`src/rtl/canvas_pkg.sv`:
```
// Shared canvas geometry, the reader FSM state encoding, and the pixel record carried through the skid FIFO.
// Latency: none; this file holds only constants and types.
// Backpressure: not applicable.
package canvas_pkg;

  localparam int CANVAS_W      = 28;
  localparam int CANVAS_H      = 28;
  localparam int CANVAS_SIZE   = CANVAS_W * CANVAS_H;  // 784 cells
  localparam int CANVAS_ADDR_W = 10;
  localparam int TAG_W         = 5;                    // row/col tag width

  typedef enum logic [1:0] {
    IDLE  = 2'd0,
    WAIT  = 2'd1,
    FETCH = 2'd2,
    DRAIN = 2'd3
  } state_t;

  // One pixel as it travels from the RAM read port to the classifier.
  typedef struct packed {
    logic             data;
    logic [TAG_W-1:0] row;
    logic [TAG_W-1:0] col;
    logic             last;
  } pix_t;

endpackage

```
`src/rtl/canvas_reader_if.sv`:
```
// Bundles the canvas RAM read port and the pixel stream toward the classifier.
// Latency: none; this is wiring only.
// Backpressure: pix_ready stalls the stream, and the RAM side has no stall.
// Ports:
//   rd_en, rd_addr, rd_data                                  RAM read port, with data one cycle after rd_en
//   pix_valid, pix_ready, pix_data, pix_row, pix_col, pix_last   pixel stream
// Modports: master = reader side, slave = RAM and classifier side.
interface canvas_reader_if #(
  parameter int ADDR_W = 10
);
  logic              rd_en;
  logic [ADDR_W-1:0] rd_addr;
  logic              rd_data;
  logic              pix_valid;
  logic              pix_ready;
  logic              pix_data;
  logic [4:0]        pix_row;
  logic [4:0]        pix_col;
  logic              pix_last;

  modport master (
    output rd_en, rd_addr, pix_valid, pix_data, pix_row, pix_col, pix_last,
    input  rd_data, pix_ready
  );

  modport slave (
    input  rd_en, rd_addr, pix_valid, pix_data, pix_row, pix_col, pix_last,
    output rd_data, pix_ready
  );
endinterface

```
`src/rtl/canvas_skid_fifo.sv`:
```
// Two-entry FIFO with valid/ready on both sides.
// Latency: one cycle from push to out_vld.
// Backpressure: in_rdy drops when both entries are held, and the output holds stable until out_rdy.
// Ports: clk, rst (async active-low), in_vld/in_rdy/in_dat, out_vld/out_rdy/out_dat, count (current occupancy).
module canvas_skid_fifo #(
  parameter int WIDTH = 12
) (
  input  logic             clk,
  input  logic             rst,
  input  logic             in_vld,
  output logic             in_rdy,
  input  logic [WIDTH-1:0] in_dat,
  output logic             out_vld,
  input  logic             out_rdy,
  output logic [WIDTH-1:0] out_dat,
  output logic [1:0]       count
);
  logic [WIDTH-1:0] mem [2];
  logic             wr_ptr;
  logic             rd_ptr;
  logic             push;
  logic             pop;

  assign in_rdy  = (count != 2'd2);
  assign out_vld = (count != 2'd0);
  assign push    = in_vld & in_rdy;
  assign pop     = out_vld & out_rdy;
  assign out_dat = mem[rd_ptr];

  always_ff @(posedge clk or negedge rst) begin
    if (!rst) begin
      mem[0] <= '0;
      mem[1] <= '0;
      wr_ptr <= 1'b0;
      rd_ptr <= 1'b0;
      count  <= 2'd0;
    end else begin
      if (push) begin
        mem[wr_ptr] <= in_dat;
        wr_ptr      <= ~wr_ptr;
      end
      if (pop) begin
        rd_ptr <= ~rd_ptr;
      end
      count <= count + {1'b0, push} - {1'b0, pop};
    end
  end
endmodule

```
`src/rtl/canvas_reader.sv`:
```
// Scans the canvas RAM in raster order on start and streams each pixel to the classifier with row and column tags.
// Latency: the first pixel_valid appears 3 cycles after the start edge when the canvas is free, followed by one pixel per cycle.
// Backpressure: reads are issued only when they are guaranteed a FIFO slot, so pix_ready may stall for any length of time.
// Ports: clk, rst (async active-low), start, canvas_busy, busy, done, pixel_count, bus (canvas_reader_if.master).
// Option: define CANVAS_READER_COUNT_EN to make pixel_count accumulate the painted pixels of each scan; otherwise it is tied to 0.
module canvas_reader
  import canvas_pkg::*;
#(
  parameter int W      = CANVAS_W,
  parameter int H      = CANVAS_H,
  parameter int ADDR_W = CANVAS_ADDR_W
) (
  input  logic              clk,
  input  logic              rst,
  input  logic              start,
  input  logic              canvas_busy,
  output logic              busy,
  output logic              done,
  output logic [ADDR_W-1:0] pixel_count,
  canvas_reader_if.master   bus
);
  state_t           state, state_nxt;
  logic [TAG_W-1:0] row, col;
  logic             at_last;
  logic             rd_en;
  logic             in_flight;
  logic [TAG_W-1:0] fl_row, fl_col;
  logic             fl_last;
  logic             credit_ok;
  logic [2:0]       occupancy;
  logic [1:0]       fifo_cnt;
  logic             fifo_in_rdy;
  logic             fifo_out_vld;
  logic             push_vld;
  logic             pop;
  pix_t             push_dat, pop_dat;

  assign at_last = (row == TAG_W'(H - 1)) && (col == TAG_W'(W - 1));
  assign pop     = fifo_out_vld & bus.pix_ready;

  // Every issued read must have a FIFO slot when its data lands a cycle later.
  // A pop in this cycle frees a slot in time for that data.
  assign occupancy = {1'b0, fifo_cnt} + {2'b0, in_flight};
  assign credit_ok = occupancy < (3'd2 + {2'b0, pop});

  always_comb begin
    state_nxt = state;
    rd_en     = 1'b0;
    case (state)
      IDLE:  if (start) state_nxt = WAIT;
      WAIT:  if (!canvas_busy) state_nxt = FETCH;
      FETCH: begin
        if (!canvas_busy && credit_ok) begin
          rd_en = 1'b1;
          if (at_last) state_nxt = DRAIN;
        end
      end
      DRAIN: if (pop && pop_dat.last) state_nxt = IDLE;
      default: state_nxt = IDLE;
    endcase
  end

  always_ff @(posedge clk or negedge rst) begin
    if (!rst) begin
      state     <= IDLE;
      row       <= '0;
      col       <= '0;
      in_flight <= 1'b0;
      fl_row    <= '0;
      fl_col    <= '0;
      fl_last   <= 1'b0;
      done      <= 1'b0;
    end else begin
      state     <= state_nxt;
      in_flight <= rd_en;
      done      <= (state == DRAIN) && pop && pop_dat.last;
      if (state == IDLE && start) begin
        row <= '0;
        col <= '0;
      end else if (rd_en) begin
        // The read tags follow the data, so they are captured with the issue.
        fl_row  <= row;
        fl_col  <= col;
        fl_last <= at_last;
        if (col == TAG_W'(W - 1)) begin
          col <= '0;
          row <= (row == TAG_W'(H - 1)) ? '0 : row + TAG_W'(1);
        end else begin
          col <= col + TAG_W'(1);
        end
      end
    end
  end

  // The credit rule already guarantees space, and gating on in_rdy keeps a held entry from ever being overwritten.
  assign push_vld = in_flight & fifo_in_rdy;
  assign push_dat = '{data: bus.rd_data, row: fl_row, col: fl_col, last: fl_last};

  canvas_skid_fifo #(.WIDTH($bits(pix_t))) u_fifo (
    .clk     (clk),
    .rst     (rst),
    .in_vld  (push_vld),
    .in_rdy  (fifo_in_rdy),
    .in_dat  (push_dat),
    .out_vld (fifo_out_vld),
    .out_rdy (bus.pix_ready),
    .out_dat (pop_dat),
    .count   (fifo_cnt)
  );

  assign busy          = (state != IDLE);
  assign bus.rd_en     = rd_en;
  assign bus.rd_addr   = ADDR_W'(row) * ADDR_W'(W) + ADDR_W'(col);
  assign bus.pix_valid = fifo_out_vld;
  assign bus.pix_data  = pop_dat.data;
  assign bus.pix_row   = pop_dat.row;
  assign bus.pix_col   = pop_dat.col;
  assign bus.pix_last  = pop_dat.last;

`ifdef CANVAS_READER_COUNT_EN
  logic [ADDR_W-1:0] ones_cnt;

  always_ff @(posedge clk or negedge rst) begin
    if (!rst) begin
      ones_cnt <= '0;
    end else if (state == IDLE && start) begin
      ones_cnt <= '0;
    end else if (pop && pop_dat.data) begin
      ones_cnt <= ones_cnt + ADDR_W'(1);
    end
  end

  assign pixel_count = ones_cnt;
`else
  assign pixel_count = '0;
`endif

endmodule

```
`src/flat_wrapper.sv`:
```
// flat-port wrapper written by rule: the top's interface ports become plain ports
module canvas_reader_flat import canvas_pkg::*;
#(
  parameter int W      = CANVAS_W,
  parameter int H      = CANVAS_H,
  parameter int ADDR_W = CANVAS_ADDR_W
)
  (clk, rst, start, canvas_busy, busy, done, pixel_count, bus_rd_en, bus_rd_addr, bus_pix_valid, bus_pix_data, bus_pix_row, bus_pix_col, bus_pix_last, bus_rd_data, bus_pix_ready);
  canvas_reader_if #(.ADDR_W(ADDR_W)) bus_i ();
  input  logic clk;
  input  logic rst;
  input  logic start;
  input  logic canvas_busy;
  output logic busy;
  output logic done;
  output logic [ADDR_W-1:0] pixel_count;
  output wire logic [$bits(bus_i.rd_en)-1:0] bus_rd_en;
  output wire logic [$bits(bus_i.rd_addr)-1:0] bus_rd_addr;
  output wire logic [$bits(bus_i.pix_valid)-1:0] bus_pix_valid;
  output wire logic [$bits(bus_i.pix_data)-1:0] bus_pix_data;
  output wire logic [$bits(bus_i.pix_row)-1:0] bus_pix_row;
  output wire logic [$bits(bus_i.pix_col)-1:0] bus_pix_col;
  output wire logic [$bits(bus_i.pix_last)-1:0] bus_pix_last;
  input wire logic [$bits(bus_i.rd_data)-1:0] bus_rd_data;
  input wire logic [$bits(bus_i.pix_ready)-1:0] bus_pix_ready;
  assign bus_rd_en = bus_i.rd_en;
  assign bus_rd_addr = bus_i.rd_addr;
  assign bus_pix_valid = bus_i.pix_valid;
  assign bus_pix_data = bus_i.pix_data;
  assign bus_pix_row = bus_i.pix_row;
  assign bus_pix_col = bus_i.pix_col;
  assign bus_pix_last = bus_i.pix_last;
  assign bus_i.rd_data = bus_rd_data;
  assign bus_i.pix_ready = bus_pix_ready;
  canvas_reader #(.W(W), .H(H), .ADDR_W(ADDR_W)) u_core (.clk(clk), .rst(rst), .start(start), .canvas_busy(canvas_busy), .busy(busy), .done(done), .pixel_count(pixel_count), .bus(bus_i));
endmodule
```
`config.mk`:
```
export PLATFORM = sky130hd
export DESIGN_NAME = canvas_reader_flat
export DESIGN_NICKNAME = d
export VERILOG_FILES = /design/src/rtl/canvas_pkg.sv /design/src/rtl/canvas_reader_if.sv /design/src/rtl/canvas_skid_fifo.sv /design/src/rtl/canvas_reader.sv /design/src/flat_wrapper.sv
export SDC_FILE = /design/constraint.sdc
export NUM_CORES = 1
export LEC_CHECK = 0
export BUFFER_PORTS_ARGS = -buffer_cell sky130_fd_sc_hd__buf_2
export CAP_MARGIN = 0
export CORE_MARGIN = 5
export CORE_UTILIZATION = 25
export CTS_CLUSTER_SIZE = 14
export DETAILED_ROUTE_END_ITERATION = 6
export PLACE_DENSITY_LB_ADDON = 0.25
export RECOVER_POWER = 50
export SETUP_SLACK_MARGIN = 0.5
export SKIP_CTS_REPAIR_TIMING = 1
export SLEW_MARGIN = 5
export SYNTH_ARGS = -nofsm -noshare
export SYNTH_HDL_FRONTEND = slang
export SYNTH_SLANG_ARGS = --single-unit
```
`constraint.sdc`:
```
create_clock -name clk -period 3.8 [get_ports clk]
set_input_delay 0.57 -clock clk [delete_from_list [all_inputs] [get_ports clk]]
set_output_delay 0.57 -clock clk [all_outputs]
set_load 0.005 [all_outputs]
```
Word-level counts from Yosys, hierarchy flattened
Index checks and enable logic that the tools add are counted.

Register bits: 53. Input bits: 6. Output and inout bits: 36. Word-level logic and storage cells: 81.

$add $sub $neg: 7. Multipliers: 1. Magnitude comparators: 4. Eq/ne operators: 11. Mux-type cells: 21. Bitwise gates (word level): 8. Reduce and logical (&&, ||, !) cells: 16.

Operators with widths (number): $mux 12 (4); $mux 5 (7); $bwmux 24 (1); $demux 12 s1 (1); $add 10x5->10 (1); $add 5x1->5 const B (2); $eq 5x5->1 const B (2); $mux 2 (5); $mul 5x3->8 const B (1); $pmux 2 s4 (1); $reduce_bool 2->1 (4); $logic_and 1x1->1 (7); $ne 2x1->1 const B (3); $ne 2x2->1 const B (3); $reduce_and 5->1 (1); $eq 2x2->1 const B (2); $ge 2x2->1 const B (2); $not 1->2 (2); $reduce_and 2->1 (2); $add 2x1->3 (1); $add 2x1->3 const A (1); $and 1x1->1 (3); $lt 3x3->1 (1); $not 1->1 (3); 7 further kinds (8).

Longest topological paths before layout
Gate-level depths: netlist (run 1).

Word-level depth: 9. Depth in mapped cells: 9.

Modules after synthesis
Synthesis (run 1) repeated with hierarchy kept, for this count alone.

Cells, all modules: 259. Area, all modules: 3174.3 µm².

Modules (own cells, without submodules): canvas_reader (instances 1, cells an instance 172, area an instance 1820.5 µm²); canvas_skid_fifo (instances 1, cells an instance 87, area an instance 1353.8 µm²).

Least setup slack after synthesis (run 1)
Ideal clock, no wire load.

Path type: reg-to-output. Start point: reg u_core.row[2]. End point: out bus_rd_addr[9]. Arrival: 2.310 ns. Slack: 0.920 ns. Cell stages (with the launch flop): 9. Path buffers: 0. Cells stage by stage: dfrtp_1 fa_1 ha_1 inv_1 fa_1 xor2_1 nor3_1 nand4_1 xor2_1.

Longest elaborated chain between the ends: 2.

RTL lines: start, declared (line canvas_reader.sv:23) `logic [TAG_W-1:0] row, col;`; start signal, assigned (line canvas_reader.sv:87) `row <= (row == TAG_W'(H - 1)) ? '0 : row + TAG_W'(1);`; $mul 5x3->8 (line canvas_reader.sv:113) `assign bus.rd_addr = ADDR_W'(row) * ADDR_W'(W) + ADDR_W'(col);`; $add 10x5->10 (line canvas_reader.sv:113); end, declared (line flat_wrapper.sv:18) `output wire logic [$bits(bus_i.rd_addr)-1:0] bus_rd_addr;`.

No other way between the ends.

Worst setup path after layout (run 1)
Start point: reg u_core.row[0]. End point: out bus_rd_addr[9].

The elaborated chain is that of the path after synthesis.

==> results of run 1 <==
==> layout by cell type (no fill, tap or decap), types with 2 or more instances in the layout <==
cell type	n
a21o_1	2
a21oi_1	10
a31o_2	2
and2_4	2
and3_1	2
buf_2	28
buf_4	7
clkbuf_1	4
clkbuf_16	5
conb_1	10
dfrtp_1	49
dfrtp_2	4
fa_1	5
ha_1	20
ha_2	2
inv_1	15
mux2_1	2
mux2_2	45
mux2i_1	4
nand2_1	10
nand3_1	2
nand4_1	4
nor2_1	9
o21ai_0	4
o21ai_1	2
or3_1	2
xnor2_1	6
xor2_1	6
==> cell usage after synthesis, drive strengths merged, types with 2 or more instances <==
library cell,count,share of area [%]
a21o,2,0.50
a21oi,11,1.8
a31o,2,0.58
and2,4,0.91
and3,2,0.41
buf,17,4.0
clkbuf,2,0.25
dfrtp,53,44
fa,6,4.0
ha,23,9.5
inv,15,1.9
mux2,47,17
mux2i,4,1.3
nand2,11,1.4
nand3,2,0.33
nand4,4,0.83
nor2,9,1.1
nor3,2,0.33
o21ai,7,1.3
or3,3,0.62
xnor2,6,1.7
xor2,6,1.7
==> final cells by class <==
cell class / count / area, um^2 / area share (%)
clock buffer: 5 / 125 / 3.55
multi-input combinational: 175 / 1600 / 45.3
tap: 147 / 184 / 5.22
clock inverter: 3 / 25.0 / 0.710
inverter: 15 / 56.3 / 1.60
sequential: 53 / 1330 / 37.8
timing repair buffer: 39 / 208 / 5.89
==> routing by layer <==
layer	share of wire, %	vias up	GRT usage, %
met1	49	914	11.2
met5	0	-	0
met3	4.1	5	1.93
li1	-	926	-
met2	45	29	13.6
met4	1.3	0	2.58
==> critical path, delay by kind of cell (launching register included) <==
kind	cells	cell delay (ns)
simple gates	2	0.31
xor+xnor	2	0.37
buf+inv	2	0.18
fa+ha+maj	3	1.07
flops	1	0.45
==> state kept, by name (all words and copies together) (netlist names), 2 cells and up <==
signal,count
u_core.state,2
u_core.u_fifo.count,2
u_core.fl_col,5
u_core.u_fifo.mem,24
u_core.fl_row,5
u_core.col,5
u_core.row,5
==> final timing paths <==
path	start	to	slack, ns	cells after the start
max in group asynchronous	rst	u_core.col[1]$_DFFE_PN0P_	1.23	2
worst min register to register	u_core.u_fifo.mem[1]$_DFFE_PN0P_	u_core.u_fifo.mem[1]$_DFFE_PN0P_	0.50	1
worst max-delay path	u_core.row[0]$_DFFE_PN0P_	bus_rd_addr[9]	0.56	9
worst max register to register	u_core.u_fifo.count[0]$_DFF_PN0_	u_core.fl_row[1]$_DFFE_PN0P_	1.06	6
min in group asynchronous	rst	u_core.state[0]$_DFFE_PN0P_	0.81	1
worst min-delay path	u_core.u_fifo.mem[1]$_DFFE_PN0P_	u_core.u_fifo.mem[1]$_DFFE_PN0P_	0.50	1
==> power by group through the flow <==
stage | clock network [mW] | logic, mW | registers [mW]
CTS | 0.473 | 0.442 | 0.745
detailed placement | 0 | 0.441 | 0.755
global placement | 0 | 0.435 | 0.753
global route | 0.489 | 0.480 | 0.763
floorplan | 0 | 0.373 | 0.709
finish | 0.454 | 0.428 | 0.743
==> stage by stage <==
step	power (mW)	hold WS, ns	utilization [%]	area (um^2)
global placement	1.19	0.482	27.4	3280
CTS	1.66	0.394	28.7	3430
detailed placement	1.20	0.489	27.4	3280
global route	1.73	0.513	29.5	3530
finish	1.63	0.503	29.5	3530
floorplan	1.08	0.274	-	3060
==> logic make-up after synthesis <==
group / synth area share, %
other cells: 0.124
xor+xnor: 3.47
buf+inv: 6.15
simple gates: 8.39
mux: 18.8
fa+ha+maj: 13.5
compound gates: 5.82
flops: 43.8
==> out/results.tsv, run 1 <==
stage	metric	value	unit
placed_design	hpwl	4160	um
critical_path	setup.worst_path.class	reg -> out	
pwr	power_frac_seq	45.7	%
critical_path	cp_common_cell	xor2_1	
finish	drive_gt1_share	38.3	%
detailed_routing	routedWlPerCell	13.1	um
floorplanning	fp.dieArea	14400	um^2
critical_path	crit_fanout	5	
critical_path	critPathMaxStageDelay	0.55	ns
timing	setup_ws	0.557	ns
timing	final_hold_viol_count	0	
critical_path	start_kind	flip-flop	
clock_network	clockBufferDepth	2	
timing	tns	0	ns
grt	grt_max_degree	35	
finish	n_fill_cell	1219	
synthesis	synth-warning-count	0	
detailed_routing	routed_wl	5740	um
timing	min_period_over_period	85.3	%
synthesis	synth_edf_count	0	
timing	setup_violations	0	
grt	grt_pass1_wl	9950	um
finish	syn_to_final_growth	16.4	%
detailed_routing	drtIter0Drc	87	
finish	fin_cells	437	
synthesis	async_flop_share	100	%
grt	grt_use_total	8.42	%
detailed_routing	drcViolationCount	0	
floorplanning	start_util	25.3	%
detailed_routing	ant_nets	0	
finish	antenna_cells	0	
pwr	switching_power	514	uW
critical_path	cp_slowest_cell	fa_1	
grt	grt_overflow	0	
timing	maxSlewHeadroom	-29.0	%
floorplanning	rows	40	
timing	min_period	3.24	ns
placed_design	portBuffers	31	
clock_network	cts_tree	built	
critical_path	critPathRequiredTime	3.23	ns
floorplanning	fp.dieW	120	um
run_status	violations	capacitance limit, slew limit	
placed_design	place_worst_setup_slack	0.585	ns
job	cap_violations	1	
clock_network	cts.clk_slew.worst_paths	0.07	ns
placed_design	gp_congestion	0.680	
timing	skew	0.00393	ns
clock_network	clk_latency	0.29	ns
pwr	pwr-share-clk	27.9	%
pwr	power_density	461	nW/um^2
synthesis	syn_area	3030	um^2
pwr	pwr-share-comb	26.4	%
timing	clock.fmax	308	MHz
finish	finalNetCount	324	
timing	tightest_slew	1.94	ns
grt	grt_pass1_vias	1965	
timing	rsz0062_at_grt	yes	
timing	final-max-slew-violation-count	35	
synthesis	netlist-cell-type-count	45	
clock_network	numCtsBuffers	5	
hold_path	min_path_type	reg -> reg	
critical_path	end_kind	output pin	
critical_path	cp_cell_sequence	fa_1, ha_2, inv_1, fa_2, xor2_1, nor3_2, nand4_1, xor2_1, buf_2	
clock_network	htree_levels	2	
synthesis	synthFlopType	dfrtp_1	
detailed_routing	vias_per_cell	4.29	
synthesis	ys_ff_latch	53	
run_status	status	complete, but fails checks	
pwr	ir_worst_vdd	152	uV
synthesis	synth_cells	253	
placed_design	dp.cells	422	
critical_path	worstPathArrival	2.67	ns
floorplanning	die_h	120	um
pwr	p_leak	1.79	nW
detailed_routing	num_vias	1874	
clock_network	cts-root-buf	clkbuf_16	
synthesis	yosysSeqAreaShare	43.8	%
grt	grt_antenna_before_repair	0	
floorplanning	io_pins	42	
pwr	p_int	1.11	mW
detailed_routing	first_pass_iters	4	
pwr	p_sw_share	31.6	%
synthesis	syn-mean-instance-area	12.0	um^2
clock_network	clock_sinks	53	
floorplanning	core_area	12000	um^2
(Power assumes the default switching activity.)
==> inputs of run 2 (changes only) <==
- CTS_BUF_LIST: not set -> sky130_fd_sc_hd__clkbuf_8
==> run 2 against run 1 <==
  * The run still ends with capacitance limit, slew limit left
  * Largest power group unchanged
  * Die area unchanged
  * Highest routed layer unchanged
  * Sequential share of layout area grew 0.61 points
  * Combinational power about the same
==> out/results.tsv, run 2 (same netlist as run 1, synthesis figures left out) <==
stage	metric	value	unit
timing	min_period_over_period	86.1	%
timing	final_hold_viol_count	0	
clock_network	htree_levels	2	
finish	drive_gt1_share	38.3	%
finish	mostFrequentLayoutCell	dfrtp_1	
floorplanning	fp.dieW	120	um
floorplanning	start_util	25.3	%
grt	grt_overflow	0	
timing	final-max-slew-violation-count	35	
timing	skew	0.00499	ns
grt	grt_pass1_vias	1960	
detailed_routing	first_pass_iters	4	
placed_design	dp.cells	422	
placed_design	portBuffers	31	
critical_path	end_kind	output pin	
timing	clock.fmax	306	MHz
critical_path	crit_fanout	5	
critical_path	setup.worst_path.class	reg -> out	
detailed_routing	routed_wl	5760	um
placed_design	placed_cell_area	3280	um^2
timing	min_period	3.27	ns
run_status	violations	capacitance limit, slew limit	
floorplanning	die_h	120	um
pwr	p_sw_share	33.5	%
finish	final_cell_mix	49 x dfrtp_1, 45 x mux2_2, 28 x buf_2, 20 x ha_1, 15 x inv_1	
finish	seqCellArea	1330	um^2
floorplanning	io_pins	42	
finish	syn_to_final_growth	14.5	%
critical_path	critPathRequiredTime	3.23	ns
grt	grt_max_degree	35	
pwr	switching_power	502	uW
detailed_routing	drtIter0Drc	95	
detailed_routing	routedWlPerCell	13.2	um
timing	tns	0	ns
grt	grt_antenna_before_repair	0	
finish	multi_input_area	1600	um^2
pwr	p_total	1.50	mW
hold_path	min_path_type	in -> reg	
grt	grt_use_total	8.43	%
clock_network	clk_latency	0.30	ns
placed_design	hpwl	4160	um
pwr	p_leak	1.76	nW
detailed_routing	drcViolationCount	0	
floorplanning	core_area	12000	um^2
pwr	pwr-share-comb	28.5	%
critical_path	start_kind	flip-flop	
finish	finalNetCount	324	
job	cap_violations	1	
clock_network	cts_tree	built	
timing	rsz0062_at_grt	yes	
finish	n_fill_cell	1224	
detailed_routing	vias_per_cell	4.27	
pwr	power_frac_seq	49.5	%
finish	largest_reg_flops	24	
finish	antenna_cells	0	
floorplanning	fp.dieArea	14400	um^2
clock_network	clock_sinks	53	
clock_network	cts.clk_slew.worst_paths	0.10	ns
run_status	status	complete, but fails checks	
detailed_routing	num_vias	1864	
finish	top_register	u_core.u_fifo.mem	
timing	setup_violations	0	
finish	final_cell_area	3470	um^2
timing	maxSlewHeadroom	-27.4	%
pwr	p_int	996	uW
pwr	ir_worst_vdd	128	uV
critical_path	worstPathArrival	2.70	ns
finish	fin_cells	437	
pwr	power_density	432	nW/um^2
pwr	pwr-share-clk	21.9	%
floorplanning	rows	40	
grt	grt_pass1_wl	9940	um
clock_network	clockBufferDepth	2	
clock_network	numCtsBuffers	5	
detailed_routing	ant_nets	0	
placed_design	gp_congestion	0.680	
timing	tightest_slew	1.91	ns
clock_network	cts-root-buf	clkbuf_8	
timing	whs	0.506	ns
==> run 2: cell counts in the layout (fill, tap and decap cells not counted) <==
Identical to the previous run, type by type.
==> run 2: path summary, 6_finish.rpt <==
kind                                             startpoint                                 to  slack (ns)  depth (start not counted)
min                                             bus_rd_data  u_core.u_fifo.mem[23]$_DFFE_PN0P_        0.51                          2
max reg2reg                u_core.u_fifo.count[0]$_DFF_PN0_       u_core.fl_row[1]$_DFFE_PN0P_        1.07                          6
max                               u_core.row[0]$_DFFE_PN0P_                     bus_rd_addr[9]        0.53                          9
min in group asynchronous                               rst        u_core.state[0]$_DFFE_PN0P_        0.78                          1
max in group asynchronous                               rst         u_core.fl_last$_DFFE_PN0P_        1.29                          2
min reg2reg                u_core.u_fifo.wr_ptr$_DFFE_PN0P_   u_core.u_fifo.wr_ptr$_DFFE_PN0P_        0.51                          1
==> run 2: power groups by stage <==
| stage | Clock [mW] | Sequential, mW | Combinational, mW |
|---|---|---|---|
| global placement | 0 | 0.753 | 0.435 |
| global route | 0.361 | 0.762 | 0.480 |
| floorplan | 0 | 0.709 | 0.373 |
| detailed placement | 0 | 0.755 | 0.441 |
| finish | 0.329 | 0.742 | 0.427 |
| CTS | 0.346 | 0.745 | 0.442 |
==> run 2: routing by layer <==
| layer | share of wire, % | GRT usage, % | up-vias |
|---|---|---|---|
| li1 | - | - | 919 |
| met5 | 0 | 0 | - |
| met4 | 1.1 | 2.79 | 0 |
| met2 | 45 | 13.6 | 30 |
| met1 | 49 | 11.2 | 911 |
| met3 | 4.1 | 1.93 | 4 |
==> run 2: final cells by class <==
type                    instances  share of cell area, %
inverters                      15                   1.62
multi-input cells             175                   46.0
repair buffers                 39                   5.99
clock buffers                   5                   1.98
well taps                     147                   5.30
clock inverters                 3                  0.721
flip-flops and latches         53                   38.4
==> run 2: metrics by stage <==
| stage | util (%) | worst slack (ns) |
|---|---|---|
| final | 29.0 | 0.530 |
| after global routing | 29.0 | 0.386 |
| after CTS | 28.2 | 0.219 |
| after detailed placement | 27.4 | 0.585 |
| after global placement | 27.4 | 0.641 |
| after floorplan | - | 0.920 |
==> run 2: critical path, stage by stage, from the launching register on <==
cell	delay (ns)
dfrtp_2	0.46
fa_1	0.55
ha_2	0.18
inv_1	0.05
fa_2	0.34
xor2_1	0.21
nor3_2	0.18
nand4_1	0.13
xor2_1	0.16
buf_2	0.13
==> inputs of run 3 (changes only) <==
- CELL_PAD_IN_SITES_DETAIL_PLACEMENT: not set -> 1
- CELL_PAD_IN_SITES_GLOBAL_PLACEMENT: not set -> 2
==> run 3 against run 2 <==
  * The run still ends with capacitance limit, slew limit left
  * Critical path depth is the same
  * Total power decreased by 0.56%
  * Sequential power about the same
  * Critical path type unchanged
  * Highest routed layer unchanged
  * Clock power is 5% lower
  * Routed wire length is 8.9% higher
  * Sequential cell count unchanged
  * Maximum frequency fell by 1.5%
  * Cell count shrank 0.23%
  * Final area is essentially flat
==> out/results.tsv, run 3 (same netlist as run 1, synthesis figures left out) <==
stage	metric	value	unit
run_status	status	complete, but fails checks	
run_status	violations	capacitance limit, slew limit	
floorplanning	die_h	120	um
finish	fin_cells	436	
critical_path	critPathRequiredTime	3.23	ns
timing	final_hold_viol_count	0	
finish	finalNetCount	323	
clock_network	htree_levels	2	
clock_network	clockBufferDepth	2	
critical_path	end_kind	output pin	
finish	antenna_cells	0	
finish	n_fill_cell	1339	
finish	final_cell_mix	49 x dfrtp_1, 46 x mux2_2, 28 x buf_2, 21 x ha_1, 16 x inv_1	
floorplanning	core_area	12000	um^2
critical_path	setup.worst_path.class	reg -> out	
critical_path	crit_fanout	6	
hold_path	hold_depth	1	
finish	seqCellArea	1330	um^2
detailed_routing	vias_per_cell	4.37	
finish	multi_input_area	1620	um^2
placed_design	placed_cell_area	3290	um^2
grt	grt_overflow	0	
pwr	p_leak	1.76	nW
pwr	ir_worst_vdd	158	uV
grt	grt_max_degree	39	
floorplanning	fp.dieArea	14400	um^2
clock_network	cts-root-buf	clkbuf_8	
grt	grt_antenna_before_repair	0	
floorplanning	io_pins	42	
placed_design	place_worst_setup_slack	0.566	ns
detailed_routing	drtIter0Drc	76	
pwr	power_density	429	nW/um^2
timing	maxSlewHeadroom	-36.9	%
finish	top_register	u_core.u_fifo.mem	
hold_path	min_path_type	reg -> reg	
detailed_routing	drcViolationCount	0	
detailed_routing	routedWlPerCell	14.4	um
clock_network	numCtsBuffers	5	
grt	grt_use_total	9.21	%
floorplanning	start_util	25.3	%
timing	skew	0.00315	ns
placed_design	dp.cells	423	
finish	final_cell_area	3470	um^2
clock_network	clk_latency	0.30	ns
grt	grt_pass1_wl	10800	um
timing	min_period	3.32	ns
timing	tightest_slew	2.05	ns
clock_network	cts.clk_slew.worst_paths	0.10	ns
detailed_routing	ant_nets	0	
timing	setup_ws	0.481	ns
finish	largest_reg_flops	24	
timing	tns	0	ns
clock_network	clock_sinks	53	
finish	mostFrequentLayoutCell	dfrtp_1	
critical_path	r2r.worst_path.cells	6	
timing	setup_violations	0	
placed_design	hpwl	4640	um
finish	syn_to_final_growth	14.6	%
critical_path	start_kind	flip-flop	
job	cap_violations	1	
detailed_routing	num_vias	1905	
timing	clock.fmax	301	MHz
grt	grt_pass1_vias	2103	
critical_path	worstPathArrival	2.75	ns
detailed_routing	first_pass_iters	4	
clock_network	cts_tree	built	
finish	drive_gt1_share	38.8	%
timing	rsz0062_at_grt	yes	
floorplanning	fp.dieW	120	um
placed_design	portBuffers	31	
timing	final-max-slew-violation-count	39	
detailed_routing	routed_wl	6270	um
placed_design	gp_congestion	0.695	
floorplanning	rows	40	
timing	min_period_over_period	87.3	%
pwr	p_total	1.49	mW
==> run 3: final cells by class <==
cell class,instances,area share (%)
Clock inverter,3,0.541
Tap cell,147,5.30
Timing Repair Buffer,38,5.66
Inverter,15,1.62
Multi-Input combinational cell,175,46.6
Clock buffer,5,1.98
Sequential cell,53,38.3
==> run 3: report_power, final <==
part           internal [mW]  switching [mW]
clock                  0.128           0.185
combinational          0.219           0.214
sequential             0.646          0.0976
==> run 3: layer usage <==
metal	part of all wire [%]	vias up	GRT usage (%)
li1	-	919	-
met1	49	951	12.7
met2	47	29	14.7
met3	3.0	6	1.56
met4	1.4	0	2.79
met5	0	-	0
==> run 3: per-stage QoR <==
stage / hold slack [ns] / util, %
detailed placement: 0.492 / 27.5
CTS: 0.403 / 28.2
floorplan: 0.274 / -
finish: 0.511 / 29.0
global placement: 0.483 / 27.5
global route: 0.523 / 29.0
==> run 3: path summary, 6_finish.rpt <==
path	start	to	slack, ns
max	u_core.row[0]$_DFFE_PN0P_	bus_rd_addr[8]	0.48
min	u_core.u_fifo.mem[14]$_DFFE_PN0P_	u_core.u_fifo.mem[14]$_DFFE_PN0P_	0.51
max reg2reg	u_core.u_fifo.count[0]$_DFF_PN0_	u_core.fl_row[1]$_DFFE_PN0P_	1.04
min reg2reg	u_core.u_fifo.mem[14]$_DFFE_PN0P_	u_core.u_fifo.mem[14]$_DFFE_PN0P_	0.51
max in group asynchronous	rst	u_core.u_fifo.mem[19]$_DFFE_PN0P_	1.33
min in group asynchronous	rst	u_core.state[0]$_DFFE_PN0P_	0.84
==> run 3: worst max-delay path, stage by stage, from the launching register on <==
cell,delay [ns]
dfrtp_2,0.47
fa_1,0.55
ha_2,0.17
inv_1,0.05
fa_2,0.34
xor2_1,0.21
nor3_1,0.25
nand2_1,0.13
xnor2_2,0.16
buf_2,0.12
